**config.mk**
```make
export PLATFORM = sky130hd
export DESIGN_NAME = mc_control_fsm
export DESIGN_NICKNAME = d
export VERILOG_FILES = /design/src/rtl/mc_ctrl_pkg.sv /design/src/rtl/mc_decode.sv /design/src/rtl/mc_control_fsm.sv
export SDC_FILE = /design/constraint.sdc
export NUM_CORES = 1
export LEC_CHECK = 0
export CORE_MARGIN = 4
export CORE_UTILIZATION = 35
export DETAILED_ROUTE_END_ITERATION = 8
export HOLD_SLACK_MARGIN = 0.03
export PLACE_DENSITY_LB_ADDON = 0.3
export SLEW_MARGIN = 20
export SYNTH_ARGS = -nofsm -noshare
export SYNTH_HDL_FRONTEND = slang
export SYNTH_SLANG_ARGS = --single-unit
```
**constraint.sdc**
```tcl
create_clock -name clk -period 1.85 [get_ports clk]
set_input_delay 0.185 -clock clk [delete_from_list [all_inputs] [get_ports clk]]
set_output_delay 0.185 -clock clk [all_outputs]
set_load 0.005 [all_outputs]
```
**src/rtl/mc_ctrl_pkg.sv**
```systemverilog
// Shared encodings for the multi-cycle RV32I control unit and its datapath:
// FSM states, instruction classes, mux selects and opcode constants.
package mc_ctrl_pkg;

    typedef enum logic [2:0] {
        StFetch  = 3'd0,
        StDecode = 3'd1,
        StExec   = 3'd2,
        StMem    = 3'd3,
        StWb     = 3'd4,
        StTrap   = 3'd5
    } state_e;

    typedef enum logic [3:0] {
        ClsNone   = 4'd0,
        ClsR      = 4'd1,
        ClsIArith = 4'd2,
        ClsLoad   = 4'd3,
        ClsStore  = 4'd4,
        ClsBranch = 4'd5,
        ClsJal    = 4'd6,
        ClsJalr   = 4'd7,
        ClsLui    = 4'd8,
        ClsAuipc  = 4'd9
    } inst_cls_e;

    localparam logic [1:0] AluAdd  = 2'b00;
    localparam logic [1:0] AluSub  = 2'b01;
    localparam logic [1:0] AluFunc = 2'b10;
    localparam logic [1:0] AluImm  = 2'b11;

    localparam logic [1:0] PcPlus4  = 2'b00;
    localparam logic [1:0] PcBranch = 2'b01;
    localparam logic [1:0] PcJalr   = 2'b10;

    localparam logic [1:0] WbAlu  = 2'b00;
    localparam logic [1:0] WbMem  = 2'b01;
    localparam logic [1:0] WbLink = 2'b10;
    localparam logic [1:0] WbImm  = 2'b11;

    localparam logic [6:0] OpcR      = 7'b0110011;
    localparam logic [6:0] OpcIArith = 7'b0010011;
    localparam logic [6:0] OpcLoad   = 7'b0000011;
    localparam logic [6:0] OpcStore  = 7'b0100011;
    localparam logic [6:0] OpcBranch = 7'b1100011;
    localparam logic [6:0] OpcJal    = 7'b1101111;
    localparam logic [6:0] OpcJalr   = 7'b1100111;
    localparam logic [6:0] OpcLui    = 7'b0110111;
    localparam logic [6:0] OpcAuipc  = 7'b0010111;

endpackage

```
**src/rtl/mc_decode.sv**
```systemverilog
// Combinational instruction classifier: maps opcode/funct fields to an
// instruction class and flags encodings the control unit does not support.
module mc_decode
    import mc_ctrl_pkg::*;
#(
    parameter bit EXT_JALR = 1'b1
) (
    input  logic [6:0] opcode_i,
    input  logic [2:0] funct3_i,
    input  logic [6:0] funct7_i,
    output logic [3:0] cls_o,
    output logic       illegal_o
);

    logic f7_ok;
    logic f3_sub_ok;
    logic is_shift;

    assign f7_ok     = (funct7_i == 7'h00) || (funct7_i == 7'h20);
    assign f3_sub_ok = (funct3_i == 3'b000) || (funct3_i == 3'b101);
    assign is_shift  = (funct3_i == 3'b001) || (funct3_i == 3'b101);

    always_comb begin
        cls_o     = ClsNone;
        illegal_o = 1'b0;
        case (opcode_i)
            OpcR: begin
                cls_o     = ClsR;
                illegal_o = !f7_ok || ((funct7_i == 7'h20) && !f3_sub_ok);
            end
            OpcIArith: begin
                cls_o     = ClsIArith;
                illegal_o = is_shift && !f7_ok;
            end
            OpcLoad:   cls_o = ClsLoad;
            OpcStore:  cls_o = ClsStore;
            OpcBranch: cls_o = ClsBranch;
            OpcJal:    cls_o = ClsJal;
            OpcJalr: begin
                if (EXT_JALR) cls_o = ClsJalr;
                else          illegal_o = 1'b1;
            end
            OpcLui: begin
                if (EXT_JALR) cls_o = ClsLui;
                else          illegal_o = 1'b1;
            end
            OpcAuipc: begin
                if (EXT_JALR) cls_o = ClsAuipc;
                else          illegal_o = 1'b1;
            end
            default: illegal_o = 1'b1;
        endcase
    end

endmodule

```
**src/rtl/mc_control_fsm.sv**
```systemverilog
// Multi-cycle RV32I control FSM: FETCH/DECODE/EXEC/MEM/WB sequencing with a
// variable-latency memory handshake, timeout trap and sticky trap causes.
module mc_control_fsm
    import mc_ctrl_pkg::*;
#(
    parameter int unsigned MEM_TIMEOUT = 255,
    parameter bit          EXT_JALR    = 1'b1
) (
    input  logic       clk,
    input  logic       rst,
    input  logic [6:0] opcode,
    input  logic [2:0] funct3,
    input  logic [6:0] funct7,
    input  logic       branch_taken,
    input  logic       mem_ready,
    output logic       mem_req,
    output logic       mem_we,
    output logic       mem_is_fetch,
    output logic       ir_write,
    output logic       pc_write,
    output logic [1:0] pc_sel,
    output logic       alu_src_a,
    output logic       alu_src_b,
    output logic [1:0] alu_op,
    output logic       reg_write,
    output logic [1:0] wb_sel,
    output logic [2:0] state,
    output logic       illegal,
    output logic       mem_timeout
);

    localparam int unsigned    CntW     = (MEM_TIMEOUT > 0) ? $clog2(MEM_TIMEOUT + 1) : 1;
    localparam logic [CntW-1:0] CntLimit = CntW'(MEM_TIMEOUT);

    state_e          state_q, state_d;
    logic [CntW-1:0] cnt_q, cnt_d;
    logic            illegal_q, illegal_d;
    logic            timeout_q, timeout_d;

    logic [3:0] cls_raw;
    inst_cls_e  cls;
    logic       dec_illegal;
    logic       waiting;
    logic       expired;

    mc_decode #(
        .EXT_JALR (EXT_JALR)
    ) u_decode (
        .opcode_i  (opcode),
        .funct3_i  (funct3),
        .funct7_i  (funct7),
        .cls_o     (cls_raw),
        .illegal_o (dec_illegal)
    );

    assign cls     = inst_cls_e'(cls_raw);
    assign waiting = ((state_q == StFetch) || (state_q == StMem)) && !mem_ready;
    // A ready on the boundary cycle completes the access instead of trapping.
    assign expired = waiting && (cnt_q == CntLimit);

    always_comb begin
        state_d   = state_q;
        cnt_d     = waiting ? cnt_q + CntW'(1) : '0;
        illegal_d = illegal_q;
        timeout_d = timeout_q;
        unique case (state_q)
            StFetch: begin
                if (mem_ready) state_d = StDecode;
            end
            StDecode: begin
                if (dec_illegal) begin
                    state_d   = StTrap;
                    illegal_d = 1'b1;
                end else begin
                    state_d = StExec;
                end
            end
            StExec: begin
                unique case (cls)
                    ClsLoad, ClsStore: state_d = StMem;
                    ClsBranch:         state_d = StFetch;
                    default:           state_d = StWb;
                endcase
            end
            StMem: begin
                if (mem_ready) state_d = (cls == ClsLoad) ? StWb : StFetch;
            end
            StWb:    state_d = StFetch;
            StTrap:  state_d = StTrap;
            default: state_d = StFetch;
        endcase
        if (expired) begin
            state_d   = StTrap;
            timeout_d = 1'b1;
        end
        if (state_d == StTrap) cnt_d = '0;
    end

    always_ff @(posedge clk) begin
        if (rst) begin
            state_q   <= StFetch;
            cnt_q     <= '0;
            illegal_q <= 1'b0;
            timeout_q <= 1'b0;
        end else begin
            state_q   <= state_d;
            cnt_q     <= cnt_d;
            illegal_q <= illegal_d;
            timeout_q <= timeout_d;
        end
    end

    // Reset forces every output low in the same cycle, abandoning any access.
    always_comb begin
        mem_req      = 1'b0;
        mem_we       = 1'b0;
        mem_is_fetch = 1'b0;
        ir_write     = 1'b0;
        pc_write     = 1'b0;
        pc_sel       = PcPlus4;
        alu_src_a    = 1'b0;
        alu_src_b    = 1'b0;
        alu_op       = AluAdd;
        reg_write    = 1'b0;
        wb_sel       = WbAlu;
        state        = 3'd0;
        illegal      = 1'b0;
        mem_timeout  = 1'b0;
        if (!rst) begin
            state       = state_q;
            illegal     = illegal_q;
            mem_timeout = timeout_q;
            unique case (state_q)
                StFetch: begin
                    mem_req      = 1'b1;
                    mem_is_fetch = 1'b1;
                    ir_write     = mem_ready;
                    pc_write     = mem_ready;
                end
                StExec: begin
                    unique case (cls)
                        ClsR: alu_op = AluFunc;
                        ClsIArith: begin
                            alu_src_b = 1'b1;
                            alu_op    = AluImm;
                        end
                        ClsLoad, ClsStore: alu_src_b = 1'b1;
                        ClsBranch: begin
                            alu_op   = AluSub;
                            pc_sel   = PcBranch;
                            pc_write = branch_taken;
                        end
                        ClsJal: begin
                            pc_sel   = PcBranch;
                            pc_write = 1'b1;
                        end
                        ClsJalr: begin
                            alu_src_b = 1'b1;
                            pc_sel    = PcJalr;
                            pc_write  = 1'b1;
                        end
                        ClsAuipc: begin
                            alu_src_a = 1'b1;
                            alu_src_b = 1'b1;
                        end
                        default: ;
                    endcase
                end
                StMem: begin
                    mem_req = 1'b1;
                    mem_we  = (cls == ClsStore);
                end
                StWb: begin
                    reg_write = 1'b1;
                    unique case (cls)
                        ClsLoad:         wb_sel = WbMem;
                        ClsJal, ClsJalr: wb_sel = WbLink;
                        ClsLui:          wb_sel = WbImm;
                        default:         wb_sel = WbAlu;
                    endcase
                end
                default: ;
            endcase
        end
    end

endmodule

```
==> impl_metrics.csv <==
group,metric,value,unit
worst_setup_path,rr_worst_depth,7,
synthesis,yosysMostFrequentCell,"nor2_1",
synthesis,ys_seq_area_share,25.33,%
placement,dp_cells,227,
placement,hpwl,2521,um
global_routing,grt_pass1_wl,5844,um
final_layout,layout-drive-gt1-share,30.58,%
hold_path,hp-class,"register to register",
cts,clock-sinks,13,
floorplan,die_w,62.18,um
worst_setup_path,critPathArrivalTime,1.59,ns
global_routing,use_met3,3.964,%
synthesis,ys_ff_latch,13,
final_layout,final_cells,237,
detailed_routing,totalWireLength,3345,um
power_and_ir_drop,power.leakage,0.7855,nW
synthesis,yosys.area.top_type_share,25.33,%
cts,ctsHtreeMaxLevel,1,
timing,fmax,562.3,MHz
synthesis,synth_ff_type,"dfxtp_1",
cts,clk_pin_slew,0.08,ns
detailed_routing,vias,1267,
power_and_ir_drop,netSwitchingFraction,28.40,%
floorplan,die_h,62.18,um
power_and_ir_drop,p_int,0.5065,mW
power_and_ir_drop,switching_power,0.2009,mW
timing,fin_crit,1.778,ns
detailed_routing,drc,0,
detailed_routing,drt_iter0_drc,41,
synthesis,synthCells,133,
timing,maxSlewViolCount,0,
timing,tightest_slew,0.3625,ns
cts,clock_latency,0.27,ns
final_layout,final_area,0.001793,mm^2
timing,final-setup-viol-count,0,
worst_setup_path,cp_max_fo,2,
detailed_routing,first_pass_iters,4,
placement,gp_congestion,0.8346,
global_routing,busiest_layer,"met2",
floorplan,io_pins,40,
global_routing,grt_usage,18.02,%
worst_setup_path,critPathLaunchType,"register",
timing,finalHoldViolCount,0,
synthesis,yosys-top-cells-count,"24 x nor2_1, 13 x dfxtp_1, 7 x a21oi_1",
cts,cts_buffer_depth,2,
floorplan,coreArea,0.002781,mm^2
power_and_ir_drop,p_seq_share,42.0,%
synthesis,synth-edff-count,0,
synthesis,synthTopCellsByArea,"dfxtp_1 25%, nor2_1 8.8%, xor2_1 5.1%",
timing,relSlewSlack,75.53,%
synthesis,syn_area,0.001027,mm^2
global_routing,grt_use_met2,31.99,%
detailed_routing,via_per_inst,5.346,
global_routing,grt-ovfl-total,0,
cts,numCtsBuffers,3,
floorplan,dieArea,0.003866,mm^2
hold_path,holdPathStages,1,
cts,cts_tree,"built",
global_routing,use_met1,21.38,%
synthesis,synthArstFlopShare,0,%
global_routing,grt_pass1_vias,1271,
outcome,status,"complete, no violations",
global_routing,grt_max_degree,11,
synthesis,syn_nets,155,
synthesis,synth_cell_type_count,46,
final_layout,final_util,64.46,%
worst_setup_path,path_class,"register to primary output",
final_layout,fin_nets,229,
timing,finalClockSkew,0.001576,ns
synthesis,synth_area_per_cell,7.724,um^2
synthesis,synth_top_cell_by_area,"dfxtp_1",
timing,fin_hold_ws,0.4615,ns
placement,dpl_cell_area,0.001652,mm^2
global_routing,antenna_found_initial,0,
power_and_ir_drop,power_density,394.5,mW/mm^2
cts,cts-root-buf,"clkbuf_4",
power_and_ir_drop,pwr-share-comb,34.1,%
job,maxCapViolCount,0,
cts,hold_buffers,0,
worst_setup_path,end_kind,"primary output",
placement,portBuffers,39,
detailed_routing,antenna_left,0,
detailed_routing,post_drt_wl_per_cell,14.11,um
floorplan,start_util,36.93,%
floorplan,rows,19,
final_layout,antenna_cells,0,
synthesis,synth_warnings,0,
final_layout,area_growth,74.54,%
power_and_ir_drop,pwr-share-clk,23.9,%
power_and_ir_drop,ir_worst_vdd,0.0005216,V
worst_setup_path,crit_required,1.66,ns
timing,post-route-period-util,96.13,%
power by group through the flow:
stage / registers (mW) / clock network [mW] / logic, mW
finish: 0.297 / 0.169 / 0.241
CTS: 0.296 / 0.178 / 0.237
global route: 0.298 / 0.201 / 0.261
detailed placement: 0.300 / 0 / 0.225
global placement: 0.300 / 0 / 0.220
floorplan: 0.300 / 0 / 0.0905
layout make-up:
type	instances	area (um^2)
inverter	6	22.52
clock buffer	4	26.28
multi-input combinational	108	788.3
fill	237	988.4
timing repair buffer	75	650.6
tap	31	38.79
sequential	13	266.5
repair_timing:
item                       4_1_cts  5_1_grt
buffers inserted                 7        0
setup endpoints to repair       15        5
pin swaps                        5        1
resized for setup               41       11
metrics by stage:
stage	total power [mW]	TNS, ns	worst slack [ns]
after floorplan	0.3906	0	0.4762
after global placement	0.5199	-3.044	-0.2853
after detailed placement	0.5246	-3.657	-0.4072
after CTS	0.7113	-0.1557	-0.1134
after global routing	0.7609	-0.02667	-0.02667
final	0.7074	0	0.07162
path summary, 6_finish.rpt:
kind              slack (ns)       start   endpoint
setup / recovery        0.07  state_q[2]  alu_op[0]
hold / removal          0.46    cnt_q[0]   cnt_q[0]
setup reg to reg        0.37  state_q[1]   cnt_q[4]
hold reg to reg         0.46    cnt_q[0]   cnt_q[0]
per-layer routing:
| layer | wire (um) | up-vias |
|---|---|---|
| met5 | 0 | - |
| met4 | 38 | 0 |
| met3 | 147 | 4 |
| met2 | 1746 | 34 |
| met1 | 1413 | 591 |
| li1 | - | 638 |
cells by family after synthesis:
logic type / after synthesis / synth area share [%]
AOI/OAI and AO/OA: 26 / 18.52
adders and majority gates: 1 / 1.218
and+or+nand+nor: 72 / 42.02
xor gates and xnor gates: 8 / 6.821
muxes: 1 / 0.9745
buffers and inverters: 12 / 5.116
DFF: 13 / 25.33
worst max-delay path, stage by stage (launching register included):
cell	delay, ns
dfxtp_2	0.33
nor2_2	0.11
nand3b_1	0.13
buf_4	0.16
buf_4	0.13
a2111oi_4	0.31
buf_2	0.16
registers in the layout, indices dropped and copies added, names as in the netlist:
| name | flops |
|---|---|
| cnt_q | 8 |
| illegal_q | 1 |
| state_q | 3 |
| timeout_q | 1 |
layout by cell type, fill, tap and decap left out, drive strengths merged, types with 2 or more instances in the layout:
cell	netlist	final
nor4	3	3
dlymetal6s2s	0	2
a31oi	4	4
dfxtp	13	13
and3	4	4
a21oi	7	7
dlygate4sd2	0	16
nand4	2	2
xor2	6	6
nor3b	2	2
nor2	24	24
nand2	5	5
nor4b	2	2
o311ai	2	2
o21ai	4	4
clkdlybuf4s50	0	18
nor3	3	3
nor2b	6	6
nand3b	4	4
clkbuf	2	5
buf	4	37
xnor2	2	2
inv	6	6
nand2b	3	3
nand3	7	7
Power figures use the tool's default switching activity.
